## config.mk

```make
export PLATFORM = sky130hd
export DESIGN_NAME = cpu_bus_if
export DESIGN_NICKNAME = d
export VERILOG_FILES = /design/src/rtl/cpu_bus_if_pkg.sv /design/src/rtl/cpu_bus_if.sv
export SDC_FILE = /design/constraint.sdc
export NUM_CORES = 1
export LEC_CHECK = 0
export CORE_MARGIN = 4
export CORE_UTILIZATION = 42
export CTS_CLUSTER_SIZE = 10
export DETAILED_ROUTE_END_ITERATION = 10
export PLACE_DENSITY = 0.95
export SETUP_SLACK_MARGIN = 0.1
export SLEW_MARGIN = 0
export SYNTH_ARGS = -nofsm -noshare
export SYNTH_HDL_FRONTEND = slang
export SYNTH_SLANG_ARGS = --single-unit
```

## constraint.sdc

```tcl
create_clock -name clk -period 4.9 [get_ports clk]
set_input_delay 0.98 -clock clk [delete_from_list [all_inputs] [get_ports clk]]
set_output_delay 0.98 -clock clk [all_outputs]
set_load 0.01 [all_outputs]
```

## src/rtl/cpu_bus_if_pkg.sv

```systemverilog
// Shared constants for the CPU-side memory access initiator.
// Holds FSM state encodings, the SPM address tag, and the bus-level
// READ/WRITE and active-low ENABLE_/DISABLE_ values.
package cpu_bus_if_pkg;

  // Bus FSM states (2-bit encoding, legacy-compatible constants)
  localparam logic [1:0] ST_IDLE   = 2'd0;
  localparam logic [1:0] ST_REQ    = 2'd1;
  localparam logic [1:0] ST_ACCESS = 2'd2;
  localparam logic [1:0] ST_STALL  = 2'd3;

  // Transfer direction on rw / spm_rw / bus_rw
  localparam logic READ  = 1'b1;
  localparam logic WRITE = 1'b0;

  // Levels for the active-low strobes, request, grant and ready
  localparam logic ENABLE_  = 1'b0;
  localparam logic DISABLE_ = 1'b1;

  // The SPM is selected by the top TAG_W bits of the word address
  localparam int         TAG_W           = 3;
  localparam logic [2:0] SPM_TAG_DEFAULT = 3'b011;

endpackage

```

## src/rtl/cpu_bus_if.sv

```systemverilog
// CPU-side memory access initiator for one pipeline stage (IF or MEM).
// Ports: stage side (addr/as_/rw/wr_data/rd_data, stall/flush/busy),
//        SPM port (spm_*, 1-cycle read latency) and bus master (bus_*).
// SPM hits are serviced combinationally with no stall; all other addresses
// run a request/grant/ready bus transaction while busy holds the stage.
// Bus-side outputs are registered; busy and the SPM port are combinational.
module cpu_bus_if
  import cpu_bus_if_pkg::*;
#(
  parameter int         ADDR_W     = 30,
  parameter int         DATA_W     = 32,
  parameter int         SPM_ADDR_W = 12,
  parameter logic [2:0] SPM_TAG    = SPM_TAG_DEFAULT
) (
  input  logic                  clk,
  input  logic                  reset,
  input  logic                  stall,
  input  logic                  flush,
  output logic                  busy,
  input  logic [ADDR_W-1:0]     addr,
  input  logic                  as_,
  input  logic                  rw,
  input  logic [DATA_W-1:0]     wr_data,
  output logic [DATA_W-1:0]     rd_data,
  input  logic [DATA_W-1:0]     spm_rd_data,
  output logic [SPM_ADDR_W-1:0] spm_addr,
  output logic                  spm_as_,
  output logic                  spm_rw,
  output logic [DATA_W-1:0]     spm_wr_data,
  input  logic [DATA_W-1:0]     bus_rd_data,
  input  logic                  bus_rdy_,
  input  logic                  bus_grnt_,
  output logic                  bus_req_,
  output logic [ADDR_W-1:0]     bus_addr,
  output logic                  bus_as_,
  output logic                  bus_rw,
  output logic [DATA_W-1:0]     bus_wr_data
);

  logic [1:0]        state_q, state_d;
  logic              bus_req_q, bus_req_d;   // active-low level, as driven
  logic              bus_as_q, bus_as_d;     // active-low level, as driven
  logic              bus_rw_q, bus_rw_d;
  logic [ADDR_W-1:0] bus_addr_q, bus_addr_d;
  logic [DATA_W-1:0] bus_wr_data_q, bus_wr_data_d;
  logic [DATA_W-1:0] rd_buf_q, rd_buf_d;
  logic              sel_spm_q;

  logic idle;
  logic launch;
  logic spm_hit;

  assign idle    = (state_q == ST_IDLE);
  assign launch  = idle && (as_ == ENABLE_) && !stall && !flush;
  assign spm_hit = (addr[ADDR_W-1 -: TAG_W] == SPM_TAG);

  // SPM port. The strobe follows the stage even while stalled so a read can
  // start early, but a write is only presented in the cycle the access
  // actually launches; otherwise a stalled or flushed write would land in
  // the SPM more than once or not at all.
  assign spm_addr    = addr[SPM_ADDR_W-1:0];
  assign spm_wr_data = wr_data;
  assign spm_as_     = (idle && (as_ == ENABLE_) && spm_hit) ? ENABLE_ : DISABLE_;
  assign spm_rw      = launch ? rw : READ;

  // SPM data arrives one cycle after the strobe; select it only in that cycle
  assign rd_data = sel_spm_q ? spm_rd_data : rd_buf_q;

  assign bus_req_    = bus_req_q;
  assign bus_as_     = bus_as_q;
  assign bus_rw      = bus_rw_q;
  assign bus_addr    = bus_addr_q;
  assign bus_wr_data = bus_wr_data_q;

  // Bus master FSM. stall/flush only gate the launch; once requested, a
  // transaction always runs to completion.
  always_comb begin
    state_d       = state_q;
    bus_req_d     = bus_req_q;
    bus_as_d      = bus_as_q;
    bus_rw_d      = bus_rw_q;
    bus_addr_d    = bus_addr_q;
    bus_wr_data_d = bus_wr_data_q;
    rd_buf_d      = rd_buf_q;
    busy          = 1'b0;
    case (state_q)
      ST_IDLE: begin
        if (launch && !spm_hit) begin
          busy          = 1'b1;
          bus_addr_d    = addr;
          bus_rw_d      = rw;
          bus_wr_data_d = wr_data;
          bus_req_d     = ENABLE_;
          state_d       = ST_REQ;
        end
      end
      ST_REQ: begin
        // bus_rdy_ is deliberately ignored here, even alongside a grant
        busy = 1'b1;
        if (bus_grnt_ == ENABLE_) begin
          bus_as_d = ENABLE_;
          state_d  = ST_ACCESS;
        end
      end
      ST_ACCESS: begin
        bus_as_d = DISABLE_;              // strobe is a single-cycle pulse
        if (bus_rdy_ == ENABLE_) begin
          if (bus_rw_q == READ) begin
            rd_buf_d = bus_rd_data;
          end
          bus_req_d = DISABLE_;
          state_d   = stall ? ST_STALL : ST_IDLE;
        end else begin
          busy = 1'b1;
        end
      end
      ST_STALL: begin
        // Result is held in rd_buf until the pipeline moves on
        if (!stall) begin
          state_d = ST_IDLE;
        end
      end
      default: state_d = ST_IDLE;
    endcase
  end

  always_ff @(posedge clk or posedge reset) begin
    if (reset) begin
      state_q       <= ST_IDLE;
      bus_req_q     <= DISABLE_;
      bus_as_q      <= DISABLE_;
      bus_rw_q      <= READ;
      bus_addr_q    <= '0;
      bus_wr_data_q <= '0;
      rd_buf_q      <= '0;
      sel_spm_q     <= 1'b0;
    end else begin
      state_q       <= state_d;
      bus_req_q     <= bus_req_d;
      bus_as_q      <= bus_as_d;
      bus_rw_q      <= bus_rw_d;
      bus_addr_q    <= bus_addr_d;
      bus_wr_data_q <= bus_wr_data_d;
      rd_buf_q      <= rd_buf_d;
      sel_spm_q     <= launch && spm_hit;
    end
  end

endmodule

```

==> impl_metrics.yaml <==
synthesis:
  synth_cell_type_count: 30
  synth-seq-cells: 100
  synthesis.nets: 448
  synth.avg_cell_area_sq_um: 15.9
  synth-main-ff-cell: "dfrtp_1"
  yosys_warnings: 0
  synth-edff-count: 0
  syn_area_sq_um: 4980
  netlist_instances: 314
  async_flop_share: 1.00
  yosysSeqAreaShare: 0.503
final_layout:
  areaGrowthSynthToFinish_pct: 54.2
  fillers: 838
  final_area_sq_um: 7680
  layout-drive-gt1-share: 0.233
  num-nets-final: 679
  layout.cells.non_filler: 693
  layout_commonest_cell: "clkdlybuf4s50_1"
  antenna_cells: 0
  final_cell_mix: "clkdlybuf4s50_1 (277), dfrtp_1 (97), mux2_4 (86)"
cts:
  clockRootBuffer: "clkbuf_16"
  clock_latency_ns: 0.34
  cts_tree: "built"
  numClockSinks: 100
  cts_resized: 0
  cts_max_path_buffers: 2
  cts_buffers: 9
  post_cts_buffers: 0
  clk_pin_slew_worst_paths_ns: 0.07
  ctsHoldBuffers: 0
  cts_max_level: 3
timing:
  max_slew_margin: 0.291
  skew_ns: 0.00666
  fin_crit_ns: 3.55
  drv_slew: 0
  fin_ws_ns: 1.35
  fin_crit_sh: 0.725
  hold_violations: 0
  tightest_slew_ns: 1.06
  whs_ns: 0.494
  fin_setup_tns_ns: 0
  clock.fmax_mhz: 281
  rsz0062_at_grt: "false"
  setup_viol: 0
route:
  first_pass_iters: 4
  initialDrtViolationCount: 150
  routed_wl_um: 13500
  wl_per_cell_um: 19.5
  drc: 0
  postRouteAntennaNets: 0
  routed_via_density: 4.78
  num_vias: 3315
hold_path:
  hold_class: "reg -> reg"
placement:
  dpl_cell_area_sq_um: 7410
  place.detailed.hpwl_um: 10400
  globalplace.congestion: 0.802
  dp_slack_ns: 1.35
  port_buffers: 277
  post-place-cells: 677
floorplan:
  fp.dieW_um: 117
  io_pins: 278
  start_util: 0.433
  fp-row-count: 39
  coreArea_sq_um: 11500
  die_h_um: 117
  die-area_sq_um: 13700
worst_setup_path:
  required_ns: 3.92
  critPathKind: "in -> out"
  path_max_fanout: 4
  worstSetupStartpointType: "input port"
  critPathArrivalTime_ns: 2.57
  crit_path_end_kind: "output port"
pwr:
  p_leak_nw: 3.26
  cellPowerDensity_nw_per_um2: 550
  ir_worst_vdd_mv: 0.333
global_route:
  grt_max_degree: 80
  grt_overflow: 0
  grt_first_pass_wirelength_um: 20100
  grt.total_usage: 0.192
  antenna_found_initial: 0
  grt_pass1_vias: 3837
job:
  drv_cap: 0
run_status:
  status: "complete, no violations"
## final timing paths
check | from | end | slack [ns] | cells past startpoint
setup / recovery | as_ | busy | 1.35 | 5
hold / removal | bus_addr[25] | bus_addr[25] | 0.49 | 1
setup reg to reg | state_q[0] | rd_buf_q[7] | 2.85 | 3
hold reg to reg | bus_addr[25] | bus_addr[25] | 0.49 | 1
max in group asynchronous | reset | bus_req_ | 2.77 | 3
min in group asynchronous | reset | bus_addr[4] | 1.22 | 2
## cells in the mapped netlist (all sizes together), types with 2 or more instances
library cell    n  share of area
o21ai           2         0.0020
and3            2         0.0035
o22a            2         0.0035
buf            59           0.11
a21oi           4         0.0040
mux2          124           0.34
dfstp           3          0.016
nor2            6         0.0050
dfrtp          97           0.49
inv             2         0.0015
nand2b          2         0.0025
or2             2         0.0025
## routing by layer
layer	global-route usage	wire length, um
met5	0	0
met2	0.362	7480
met1	0.206	4910
met3	0.0576	868
met4	0.0596	222
## cell type report
class	instances	area, sq um	share of cell area
clock inverters	5	37.5	0.00489
clock buffers	11	233	0.0303
repair buffers	280	2810	0.365
well taps	143	179	0.0233
multi-input cells	152	1910	0.249
flip-flops and latches	100	2510	0.326
inverters	2	10.0	0.00130
## power by group
group	switching (W)	leakage, nW	internal (W)
Clock	0.000313	0.127	0.000348
Combinational	0.000674	1.92	0.00139
Sequential	0.000263	1.21	0.00124
## per-stage QoR
step                power (W)  utilization
floorplan             0.00248            -
finish                0.00422        0.667
global route          0.00444        0.667
detailed placement    0.00358        0.644
global placement      0.00350        0.644
CTS                   0.00427        0.667
## state kept, by name, indices dropped and copies added, names as in the netlist
register,cells
bus_wr_data,32
bus_req_,1
sel_spm_q,1
bus_rw,1
state_q,2
rd_buf_q,32
bus_as_,1
bus_addr,30
## logic make-up after synthesis
logic type             Yosys count  share of synthesized area
and+or+nand+nor                 17                     0.0239
DFF                            100                      0.503
muxes                          124                      0.345
AOI/OAI and AO/OA               11                     0.0143
buffers and inverters           62                      0.114
## critical path: stages
cell,delay (ns)
clkdlybuf4s50_1,0.46
nor3_4,0.25
a21oi_1,0.12
a21oi_1,0.16
clkdlybuf4s50_1,0.59
Note: power is estimated with default switching activity, not from simulation.
==> patch (same settings) <==
`bus_wr_data_q` no longer has a reset.
--- a/src/rtl/cpu_bus_if.sv
+++ b/src/rtl/cpu_bus_if.sv
@@ -133,3 +133,2 @@
       bus_addr_q    <= '0;
-      bus_wr_data_q <= '0;
       rd_buf_q      <= '0;
@@ -142,3 +141,2 @@
       bus_addr_q    <= bus_addr_d;
-      bus_wr_data_q <= bus_wr_data_d;
       rd_buf_q      <= rd_buf_d;
@@ -148,2 +146,6 @@
 
+  always_ff @(posedge clk) begin
+    bus_wr_data_q <= bus_wr_data_d;
+  end
+
 endmodule
Behaviour: not the same (a bounded check fails within 4 cycles, from zero or initial values and one cycle with reset high).
==> patch against the original RTL <==
Routed wire length shrank 7.6%. Cell area shrank 5.9%. Synthesized cell count shrank 11%. Synthesized area shrank 9.9%. Clock power shrank 10%. Setup slack lost 0.15 ns. Utilization grew 3.0 points. Register-to-register slack lost 0.20 ns. Total power shrank 19%. Highest routed layer unchanged. Sequential cell count is the same.
==> patch: results (changes against the original RTL) <==
Hold Path Stages 2 (was 1); Buffers on Ports 277 (unchanged); status finished clean (unchanged); clock buffer depth 2 (unchanged); first-pass GRT wire length 19.4 mm (was 20.1 mm); Synth cell types 32 (was 30); Clock Tree Root clkbuf_8 (was clkbuf_16); Tot GR Track Use 19.7% (was 19.2%); Via density 4.73 (was 4.78); Seq/Total Area, Yosys 59.4% (was 50.3%); Post-Place Cell Area 7000 um2 (was 7410 um2); setup TNS 0 ns (unchanged); asr flop ratio synth 68.0% (was 100%); Hold Path Class register to register (unchanged); vias in the first global route 3522 (was 3837); placed instance count 641 (was 677); Hold Path Origin bus_as_ (was bus_addr[25]); Primary FF master, synth dfrtp_1 (unchanged); CTS-repair resized insts 0 (unchanged); initial antenna violation count 0 (unchanged); FF-to-FF setup slack 2.65 ns (was 2.85 ns); reg-to-reg critical path startpoint state_q[1] (was state_q[0]); layout cells sized above 1 22.3% (was 23.3%); switching part of the total 27.8% (was 29.6%); FF-to-FF path depth 5 (was 3); Yosys warning count 0 (unchanged); clk_lat worst skew 0.34 ns (about the same); Num CTS Buffers 9 (unchanged); Iteration-0 DRC Markers 60 (was 150); Max VDD drop 0.268 mV (was 0.333 mV); H-tree levels 3 (unchanged); WL/cell 18.9 um (was 19.5 um); Slew headroom 51.8% (was 29.1%); synthesized instance count 280 (was 314); Fin Clk Skew 0.0123 ns (was 0.00666 ns); worst endpoint required time 3.92 ns (about the same); EDFF count, synth 32 (was 0); placer congestion estimate 0.809 (was 0.802); P_leak 2.86 nW (was 3.26 nW); capture point of the worst reg-to-reg path bus_addr[23] (was rd_buf_q[7]); Syn Nets 414 (was 448); dpl hpwl 10.1 mm (was 10.4 mm); routed via count 3105 (was 3315); first-pass detailed-route iteration total 4 (unchanged); pin count of the biggest net entering global routing 36 (was 80); ANT cells 0 (unchanged); post-CTS setup buffer count 0 (unchanged); clk slew on worst S/H paths 0.09 ns (was 0.07 ns); Synth top cells by count dfrtp_1, mux2_2, buf_4 (was dfrtp_1, mux2_4, buf_4); critical-path maximum fanout 2 (was 4); Hold Path End bus_as_ (was bus_addr[25]); most area-consuming cells after synthesis dfrtp_1, edfxtp_1, mux2_2, mux2_4, buf_4 (was dfrtp_1, mux2_4, buf_4, mux2_1, buf_12); Nets 650 (was 679)
==> patch: power groups by stage <==
| stage | combinational [mW] | clock, mW | sequential, mW |
|---|---|---|---|
| detailed placement | 1.51 | 0 | 1.36 |
| global placement | 1.47 | 0 | 1.34 |
| finish | 1.49 | 0.592 | 1.34 |
| floorplan | 0.667 | 0 | 1.38 |
| global route | 1.59 | 0.648 | 1.38 |
| CTS | 1.52 | 0.610 | 1.35 |
==> patch: how the worst max path moves through the flow <==
| stage | from | slack (ns) | endpoint |
|---|---|---|---|
| 6_report | as_ | 1.19 | spm_rw |
| 5_1_grt | as_ | 1.15 | spm_rw |
| 4_1_cts | as_ | 1.18 | spm_rw |
| 3_5_place_dp | as_ | 1.19 | spm_rw |
| 3_3_place_gp | as_ | 1.19 | spm_rw |
| 2_1_floorplan | as_ | 2.16 | spm_rw |
==> patch: layer usage <==
metal / up-vias / track usage (%) / share of wire (%)
met5: - / 0 / 0
met4: 0 / 4.38 / 1.1
met3: 12 / 6.03 / 7.9
met2: 152 / 37.9 / 55
met1: 1527 / 21.1 / 36
li1: 1414 / - / -
==> patch: logic make-up (layout without fill, tap and decap cells) <==
kind of cell           Yosys count  in the layout  share of synthesized area (%)
DFF                            100            100                           59.4
and+or+nand+nor                 20             20                           2.98
AOI/OAI and AO/OA                8              8                           1.25
muxes                           93             93                           25.8
buffers and inverters           59            300                           10.6
==> patch: worst max-delay path: stages <==
cell and delay [ns]:
clkdlybuf4s50_1 0.47, or3_2 0.43, or3_1 0.35, clkdlybuf4s50_1 0.50
==> patch: layout make-up <==
type                       instances  area [um2]
inverter                           3        11.3
clock buffer                      11         151
fill                             714        3140
tap                              136         170
timing repair buffer             281        2800
clock inverter                     5        82.6
sequential                       100        2670
multi-input combinational        121        1350
==> patch: metrics by stage <==
step	setup slack [ns]	hold slack (ns)
floorplan	2.16	0.475
global placement	1.19	0.461
detailed placement	1.19	0.474
CTS	1.18	0.489
global route	1.15	0.509
finish	1.19	0.485
